$ cat src/rtl/hazard_stall_ctrl.sv
// Pipeline hazard/stall controller for the 5-stage RV32 core.
// Arbitrates cache freezes, MUL/DIV occupancy, taken-branch flushes and load-use bubbles.
module hazard_stall_ctrl #(
  parameter int MD_LAT = 4
) (
  input  logic        clk,
  input  logic        rst,
  input  logic        icache_stall,
  input  logic        dcache_stall,
  input  logic [4:0]  id_rs1_addr,
  input  logic [4:0]  id_rs2_addr,
  input  logic        id_use_rs1,
  input  logic        id_use_rs2,
  input  logic [4:0]  ex_rd_addr,
  input  logic        ex_mem_read,
  input  logic        ex_branch_taken,
  input  logic        ex_md_op,
  output logic        pc_stall,
  output logic        ifid_stall,
  output logic        ifid_flush,
  output logic        idex_stall,
  output logic        idex_flush,
  output logic        exmem_stall,
  output logic        exmem_flush,
  output logic        memwb_stall,
  output logic        md_busy,
  output logic        md_done,
  output logic [31:0] stall_cnt,
  output logic [31:0] flush_cnt
);

  typedef enum logic {IDLE = 1'b0, MD_BUSY = 1'b1} state_t;

  typedef struct packed {
    logic pc_stall;
    logic ifid_stall;
    logic ifid_flush;
    logic idex_stall;
    logic idex_flush;
    logic exmem_stall;
    logic exmem_flush;
    logic memwb_stall;
    logic md_done;
  } ctl_t;

  localparam logic [3:0] MD_INIT = 4'(MD_LAT - 1);

  state_t      state_q, state_d;
  logic [3:0]  cnt_q, cnt_d;
  logic [31:0] stall_cnt_q, stall_cnt_d;
  logic [31:0] flush_cnt_q, flush_cnt_d;

  ctl_t ctl;
  logic cs;
  logic load_use;
  logic md_stall;

  assign cs = icache_stall | dcache_stall;

  assign load_use = ex_mem_read && (ex_rd_addr != 5'd0) &&
                    ((id_use_rs1 && (id_rs1_addr == ex_rd_addr)) ||
                     (id_use_rs2 && (id_rs2_addr == ex_rd_addr)));

  // Front end held while the op occupies EX; a bubble goes to MEM behind it.
  assign md_stall = ((state_q == IDLE) && ex_md_op) ||
                    ((state_q == MD_BUSY) && (cnt_q > 4'd1));

  always_comb begin
    ctl     = '0;
    state_d = state_q;
    cnt_d   = cnt_q;
    if (rst) begin
      state_d = IDLE;
      cnt_d   = 4'd0;
    end else if (cs) begin
      ctl.pc_stall    = 1'b1;
      ctl.ifid_stall  = 1'b1;
      ctl.idex_stall  = 1'b1;
      ctl.exmem_stall = 1'b1;
      ctl.memwb_stall = 1'b1;
    end else begin
      case (state_q)
        IDLE: begin
          if (ex_md_op) begin
            state_d = MD_BUSY;
            cnt_d   = MD_INIT;
          end
        end
        MD_BUSY: begin
          cnt_d = cnt_q - 4'd1;
          if (cnt_q <= 4'd1) begin
            ctl.md_done = 1'b1;
            state_d     = IDLE;
            cnt_d       = 4'd0;
          end
        end
        default: begin
          state_d = IDLE;
          cnt_d   = 4'd0;
        end
      endcase

      if (md_stall) begin
        ctl.pc_stall    = 1'b1;
        ctl.ifid_stall  = 1'b1;
        ctl.idex_stall  = 1'b1;
        ctl.exmem_flush = 1'b1;
      end else if (ex_branch_taken) begin
        // Redirect squashes both younger slots; load-use in ID is moot.
        ctl.ifid_flush = 1'b1;
        ctl.idex_flush = 1'b1;
      end else if (load_use) begin
        ctl.pc_stall   = 1'b1;
        ctl.ifid_stall = 1'b1;
        ctl.idex_flush = 1'b1;
      end
    end
  end

  always_comb begin
    stall_cnt_d = stall_cnt_q + {31'd0, ctl.pc_stall};
    flush_cnt_d = flush_cnt_q + {31'd0, ctl.ifid_flush};
    if (rst) begin
      stall_cnt_d = '0;
      flush_cnt_d = '0;
    end
  end

  always_ff @(posedge clk) begin
    if (rst) begin
      state_q     <= IDLE;
      cnt_q       <= 4'd0;
      stall_cnt_q <= '0;
      flush_cnt_q <= '0;
    end else begin
      state_q     <= state_d;
      cnt_q       <= cnt_d;
      stall_cnt_q <= stall_cnt_d;
      flush_cnt_q <= flush_cnt_d;
    end
  end

  assign pc_stall    = ctl.pc_stall;
  assign ifid_stall  = ctl.ifid_stall;
  assign ifid_flush  = ctl.ifid_flush;
  assign idex_stall  = ctl.idex_stall;
  assign idex_flush  = ctl.idex_flush;
  assign exmem_stall = ctl.exmem_stall;
  assign exmem_flush = ctl.exmem_flush;
  assign memwb_stall = ctl.memwb_stall;
  assign md_done     = ctl.md_done;
  assign md_busy     = !rst && (state_q == MD_BUSY);
  assign stall_cnt   = rst ? 32'd0 : stall_cnt_q;
  assign flush_cnt   = rst ? 32'd0 : flush_cnt_q;

endmodule

$ cat config.mk
export PLATFORM = sky130hd
export DESIGN_NAME = hazard_stall_ctrl
export DESIGN_NICKNAME = d
export VERILOG_FILES = /design/src/rtl/hazard_stall_ctrl.sv
export SDC_FILE = /design/constraint.sdc
export NUM_CORES = 1
export LEC_CHECK = 0
export ABC_CLOCK_PERIOD_IN_PS = 3010
export CORE_ASPECT_RATIO = 1.75
export CORE_UTILIZATION = 35
export CTS_CLUSTER_SIZE = 10
export DETAILED_ROUTE_END_ITERATION = 16
export PLACE_DENSITY_LB_ADDON = 0.2
export SLEW_MARGIN = 20
export SYNTH_ARGS = -nofsm -noshare
export SYNTH_HDL_FRONTEND = slang
export SYNTH_SLANG_ARGS = --single-unit
$ cat constraint.sdc
create_clock -name clk -period 3.01 [get_ports clk]
set_clock_uncertainty 0.2 [all_clocks]
set_input_delay 0.602 -clock clk [delete_from_list [all_inputs] [get_ports clk]]
set_output_delay 0.602 -clock clk [all_outputs]
set_load 0.1 [all_outputs]
==> metrics, run 1 <==
top routing layer used=met4; max_cap viols=0; pwr dens=328 nW/µm²; failing checks=negative setup slack; CP delay by family, top=simple AND/OR/NAND/NOR gates; Power Total=0.00229 W; Placeable Area=10700 µm²; chip width=81.1 µm; FFs w/ async S/R, synth=0%; Seq cells post-synth=69; initial antenna violation count=0; Worst EP required=3.03 ns; post-synth cell types=40; I/O pin cnt=98; GPL Wtd Cong=0.855; clock slew at reported path FFs=0.06 ns; P_leak=2.74 nW; Met3 Routed Length=279 µm; Syn. warnings=0; largest cells by area after synthesis=dfxtp_1 (36%), nor2b_1 (9.3%), mux2_2 (7.4%); DP HPWL=7720 µm; largest family of logic cells by synthesized area=simple AND/OR/NAND/NOR gates; fin util=65.3%; ANT cells=0; CTS Root Cell=clkbuf_16; startpoint class of the critical path=flop; slowest stage cell, crit path=or3_4; DRC Markers=0; simple-gate share of the synthesized area=36.2%; Rel. slew slack=35.3%; All-Layer GR Usage=20.2%; met1 WL=4200 µm; Setup CP Type=flop to flop; Max rail drop VDD=315 µV; htree depth=3; CP Data Arrival Time=3.11 ns; Final Critical Period=3.09 ns; Worst Hold Margin=0.296 ns; multiplexer area fraction after synthesis=7.64%; hold crit path type=flop to flop; Buf/Inv on CP=3; cell taking the most area after synthesis=dfxtp_1; Initial Utilization=35.8%; Setup Viol. Count Final=18; metal2 WL=6330 µm; first-pass GRT wire length=17900 µm; Die ar.=11400 µm²; CP max FO=5; crit-path cells=inv_4 -> ha_4 -> or2_4 -> a31oi_4 -> buf_12 -> nor4b_4 -> ha_2 -> ha_4 -> nand4_1 -> or3_4 -> buf_12 -> nor3_4 -> mux2_4; Worst-Margin Slew=0.970 ns; clock sink count=69; Final period util=103%; Slew Viols, Final=0; Post-Synthesis Cell Area=3830 µm²; largest net degree at the start of global routing=87; Final WS setup=-0.0830 ns; FMAX=0.323 GHz; number of flops mapped to enable cells by yosys=0; R2R depth=13; synthesized instance count=475; post-synthesis compound-gate area fraction=6.21%; top_reg_cell synth=dfxtp_1; Initial DRC Count=93; GRT overflow=0; antenna viol nets, final=0; unrepaired setup endpoints after global routing=yes; average vias per placed instance=5.26; xor and xnor area share after synthesis=7.32%; syn_area_per_cell=8.06 µm²; Routed WL=11100 µm; top-area cell type share of the netlist area=36.1%; Avg WL per Cell=15.1 µm; via count=3884; maximum buffer depth of the clock tree=2; row count=50; status=complete, but fails checks; Layout area overhead=82.5%; first-pass detailed-route iteration total=4; CP max stage delay=0.43 ns; nets=633; adder-cell share of the synthesized area=1.96%; Die Height=140 µm; IO buf count=97; register area share after synthesis=36.1%; Worst-Skew Late Latency=0.33 ns; cell count along the critical path=13; Crit. End Element=flop; number of global-route vias before repair=3875; layout cells sized above 1=45.1%; Post-Synthesis Net Count=505; Min-Delay Path Depth=2; CTS tree=done; Final Hold Violating Endpoints=0; CTS Buf Count=9
-- final cells by class --
| type | instances | area, µm² |
|---|---|---|
| fillers | 840 | 3710 |
| clock inverters | 5 | 58.8 |
| repair buffers | 145 | 2100 |
| clock buffers | 11 | 243 |
| flip-flops and latches | 69 | 1390 |
| well taps | 130 | 163 |
| multi-input cells | 363 | 2980 |
| inverters | 15 | 61.3 |
-- path summary, 6_finish.rpt --
path                                   endpoint       startpoint  slack [ns]
worst max-delay path            flush_cnt_q[28]         cnt_q[0]       -0.08
worst min-delay path            flush_cnt_q[27]  flush_cnt_q[27]        0.30
worst max register to register  flush_cnt_q[28]         cnt_q[0]       -0.08
worst min register to register  flush_cnt_q[27]  flush_cnt_q[27]        0.30
-- sequential cells by signal, indices dropped and copies added (netlist names) --
signal / cells
cnt_q: 4
state_q: 1
flush_cnt_q: 32
stall_cnt_q: 32
-- synth_stat cells, types with 3 or more instances --
cell / count
dfxtp_1: 69
nor2_1: 67
nor2b_1: 57
mux2_2: 25
nor3_1: 24
nand2_1: 21
clkbuf_1: 20
xor2_1: 20
nand3_1: 19
a21oi_1: 16
nand4_1: 16
inv_1: 15
o21ai_0: 14
nor4_1: 13
or3_1: 12
xnor2_1: 12
and4_1: 8
ha_1: 6
buf_1: 4
or2_2: 4
or4_1: 4
o41ai_1: 3
or4b_1: 3
-- per-stage QoR --
stage	cells	instance area [µm²]	worst slack (ns)	TNS, ns
5_1_grt	738	6990	-0.200	-4.55
6_report	738	6990	-0.0830	-0.605
2_1_floorplan	475	4140	-1.18	-37.31
3_3_place_gp	710	6120	-0.731	-25.42
3_5_place_dp	710	6120	-0.743	-26.04
4_1_cts	732	6750	-0.0788	-0.632
-- worst register-to-register path, delay by kind of cell (launching register included) --
| family | cells | cell delay [ns] |
|---|---|---|
| adders and majority gates | 3 | 0.53 |
| DFF | 1 | 0.36 |
| AOI/OAI and AO/OA | 1 | 0.12 |
| buffers and inverters | 3 | 0.37 |
| and+or+nand+nor | 5 | 1.07 |
| muxes | 1 | 0.32 |
-- kinds of logic (layout without fill, tap and decap cells) --
group	after synthesis	after routing
simple gates	258	258
flops	69	69
buf+inv	43	176
compound gates	41	41
xor+xnor	32	32
mux	26	26
fa+ha+maj	6	6
-- cells in the final DEF (no fill, tap or decap), drive strengths merged, types with 3 or more instances in the layout --
cell type and instances:
and4 8, nand2 21, and2 3, nand3 20, ha 6, xor2 20
buf 123, nor3 24, o41ai 3, nor4 13, nor2b 57, inv 16
clkdlybuf4s50 6, or4 4, o21ai 14, clkdlybuf4s15 4, xnor2 12, mux2 26
dfxtp 69, a21oi 16, nand4 16, nor2 67, or4b 3, or3 12
dlygate4sd2 11, or2 4, clkbuf 11
-- report_power, final --
group	internal (W)	total [W]	switching, W	leakage (nW)
clock	0.000665	0.00107	0.000405	0.142
combinational	0.000126	0.000295	0.000169	2.04
sequential	0.000920	0.000929	0.00000906	0.557
-- per-layer routing --
layer	GRT usage, %	vias up
met4	8.27	0
met3	3.97	23
met1	20.4	1874
met2	38.6	82
li1	-	1905
met5	0	-
-- timing repair --
item	CTS	global route
hold buffers	0	0
setup buffers	5	6
endpoints found under the setup margin	46	36
pin swaps	25	7
gates resized for setup	81	38
gates cloned	1	0
(Power assumes the default switching activity.)
==> inputs of run 2 (changes only) <==
--- a/config.mk
+++ b/config.mk
@@ -8,5 +8,5 @@
 export ABC_CLOCK_PERIOD_IN_PS = 3010
 export CORE_ASPECT_RATIO = 1.75
-export CORE_UTILIZATION = 35
+export CORE_UTILIZATION = 45
 export CTS_CLUSTER_SIZE = 10
 export DETAILED_ROUTE_END_ITERATION = 16
==> constraint.sdc (replaced) <==
create_clock -name clk -period 3.01 [get_ports clk]
set_clock_uncertainty 0.2 [all_clocks]
set_input_delay 0.4515 -clock clk [delete_from_list [all_inputs] [get_ports clk]]
set_output_delay 0.4515 -clock clk [all_outputs]
set_load 0.1 [all_outputs]
==> metrics, run 2 (synthesis results as in run 1) <==
net switching power=0.000561 W; startpoint class of the critical path=flop; Crit. End Element=flop; via count=3850; chip width=71.7 µm; Initial DRC Count=150; maximum buffer depth of the clock tree=2; Met3 Routed Length=322 µm; max_cap viols=0; DRC Markers=0; CP max FO=5; status=complete, but fails checks; Final Cell Area=6140 µm²; top routing layer used=met4; I/O pin cnt=98; Worst-Skew Late Latency=0.34 ns; clock power share=46.7%; Buf/Inv on CP=3; Setup CP Type=flop to flop; Final period util=103%; Worst Hold Margin=0.324 ns; Avg WL per Cell=15.7 µm; Seq pwr share=41.1%; fin util=74.4%; DP HPWL=7420 µm; GPL Wtd Cong=0.854; CTS Buf Count=9; hold_sp=flush_cnt_q[13]; CTS tree=done; placed instance area=5250 µm²; largest net degree at the start of global routing=70; met1 WL=4100 µm; htree depth=3; row count=44; Rel. slew slack=48.3%; Critical path origin=cnt_q[0]; most used cell, CP=ha_4; pwr dens=368 nW/µm²; register area=1390 µm²; average vias per placed instance=5.50; first-pass GRT wire length=17700 µm; P_leak=2.58 nW; Layout area overhead=60.4%; Die ar.=8900 µm²; Die Height=124 µm; commonest non-fill, non-tap cells in the layout=buf_4 (93), dfxtp_1 (67), nor2_1 (63); IO buf count=97; CTS Root Cell=clkbuf_16; Max rail drop VDD=317 µV; cell-internal power=0.00170 W; post-place setup slack=-0.581 ns; GRT overflow=0; Multi-input gate area=2880 µm²; Routed WL=11000 µm; failing checks=negative setup slack; clock slew at reported path FFs=0.06 ns; ANT cells=0; CP max stage delay=0.46 ns; antenna viol nets, final=0; Slew Viols, Final=0; All-Layer GR Usage=25.2%; nets=633; hold buffers post-CTS=0; Final Hold Violating Endpoints=0; slowest stage cell, crit path=or3_4; Final WS setup=-0.0979 ns; Setup Viol. Count Final=19; metal2 WL=6150 µm; Top Registers=flush_cnt_q: 32 flops, stall_cnt_q: 32 flops, cnt_q: 4 flops; first-pass detailed-route iteration total=5; switch share=24.8%; hold crit path type=flop to flop; unrepaired setup endpoints after global routing=yes; initial antenna violation count=0; CP Data Arrival Time=3.13 ns; number of global-route vias before repair=3968; Placeable Area=8260 µm²; Worst-Margin Slew=0.773 ns; CP delay by family, top=simple AND/OR/NAND/NOR gates; Layout fillers=615; layout cells sized above 1=38.8%; FMAX=0.322 GHz; Worst EP required=3.04 ns; commonest non-fill, non-tap cell in the layout=buf_4; clock sink count=69; Initial Utilization=46.4%; RR Startpoint=cnt_q[0]; Final Critical Period=3.11 ns; crit-path cells=inv_4 -> ha_4 -> or2_4 -> a31oi_4 -> buf_6 -> nor4b_4 -> ha_2 -> ha_4 -> nand4_1 -> or3_4 -> buf_8 -> nor3_4 -> mux2_4; Combinational Power Share=12.2%
-- run 2: cell count changes in the layout (fill, tap and decap cells not counted), sizes merged --
| cell | before | now |
|---|---|---|
| clkinvlp | 2 | 1 |
| inv | 16 | 15 |
| clkdlybuf4s50 | 6 | 15 |
| dlymetal6s2s | 1 | 0 |
| clkbuf | 11 | 12 |
| clkinv | 1 | 2 |
| dlygate4sd2 | 11 | 7 |
| clkdlybuf4s15 | 4 | 0 |
-- run 2: power by group through the flow --
| stage | logic, W | clock network (W) | registers (W) |
|---|---|---|---|
| after global routing | 0.000295 | 0.00110 | 0.000929 |
| after global placement | 0.000246 | 0 | 0.000945 |
| after detailed placement | 0.000251 | 0 | 0.000945 |
| after CTS | 0.000268 | 0.00107 | 0.000929 |
| final | 0.000275 | 0.00105 | 0.000929 |
| after floorplan | 0.000154 | 0 | 0.000944 |
-- run 2: per-stage QoR --
step	total power (W)	cells	TNS, ns
2_1_floorplan	0.00110	475	-34.16
3_3_place_gp	0.00119	672	-15.89
3_5_place_dp	0.00120	672	-18.31
4_1_cts	0.00226	700	-2.55
5_1_grt	0.00232	700	-4.09
6_report	0.00226	700	-1.11
-- run 2: worst paths after layout --
check	endpoint	slack, ns	depth (start not counted)
hold / removal	flush_cnt_q[13]	0.32	2
hold reg to reg	flush_cnt_q[13]	0.32	2
setup / recovery	flush_cnt_q[22]	-0.1	13
setup reg to reg	flush_cnt_q[22]	-0.1	13
-- run 2: layout make-up --
| type | count | area share (%) |
|---|---|---|
| clock buffers | 12 | 4.01 |
| repair buffers | 145 | 23.0 |
| flip-flops and latches | 69 | 22.6 |
| multi-input cells | 363 | 46.8 |
| well taps | 92 | 1.87 |
| inverters | 15 | 0.998 |
| clock inverters | 4 | 0.774 |
-- run 2: worst reg2reg max path: stages, from the launching register on --
cell and delay (ns):
dfxtp_4 0.36, inv_4 0.06, ha_4 0.12, or2_4 0.13
a31oi_4 0.09, buf_6 0.14, nor4b_4 0.29, ha_2 0.27
ha_4 0.14, nand4_1 0.12, or3_4 0.46, buf_8 0.17
nor3_4 0.17, mux2_4 0.31
-- run 2: layer usage --
| metal | GRT usage [%] | vias up |
|---|---|---|
| met5 | 0 | - |
| met4 | 15.6 | 0 |
| met3 | 3.64 | 32 |
| met2 | 47.6 | 105 |
| met1 | 25.6 | 1811 |
| li1 | - | 1902 |
-- run 2: repair_timing --
item	4_1_cts	5_1_grt
setup endpoints to repair	34	43
buffers inserted	10	3
gates cloned	2	0
resized for setup	68	43
pin swaps	25	20
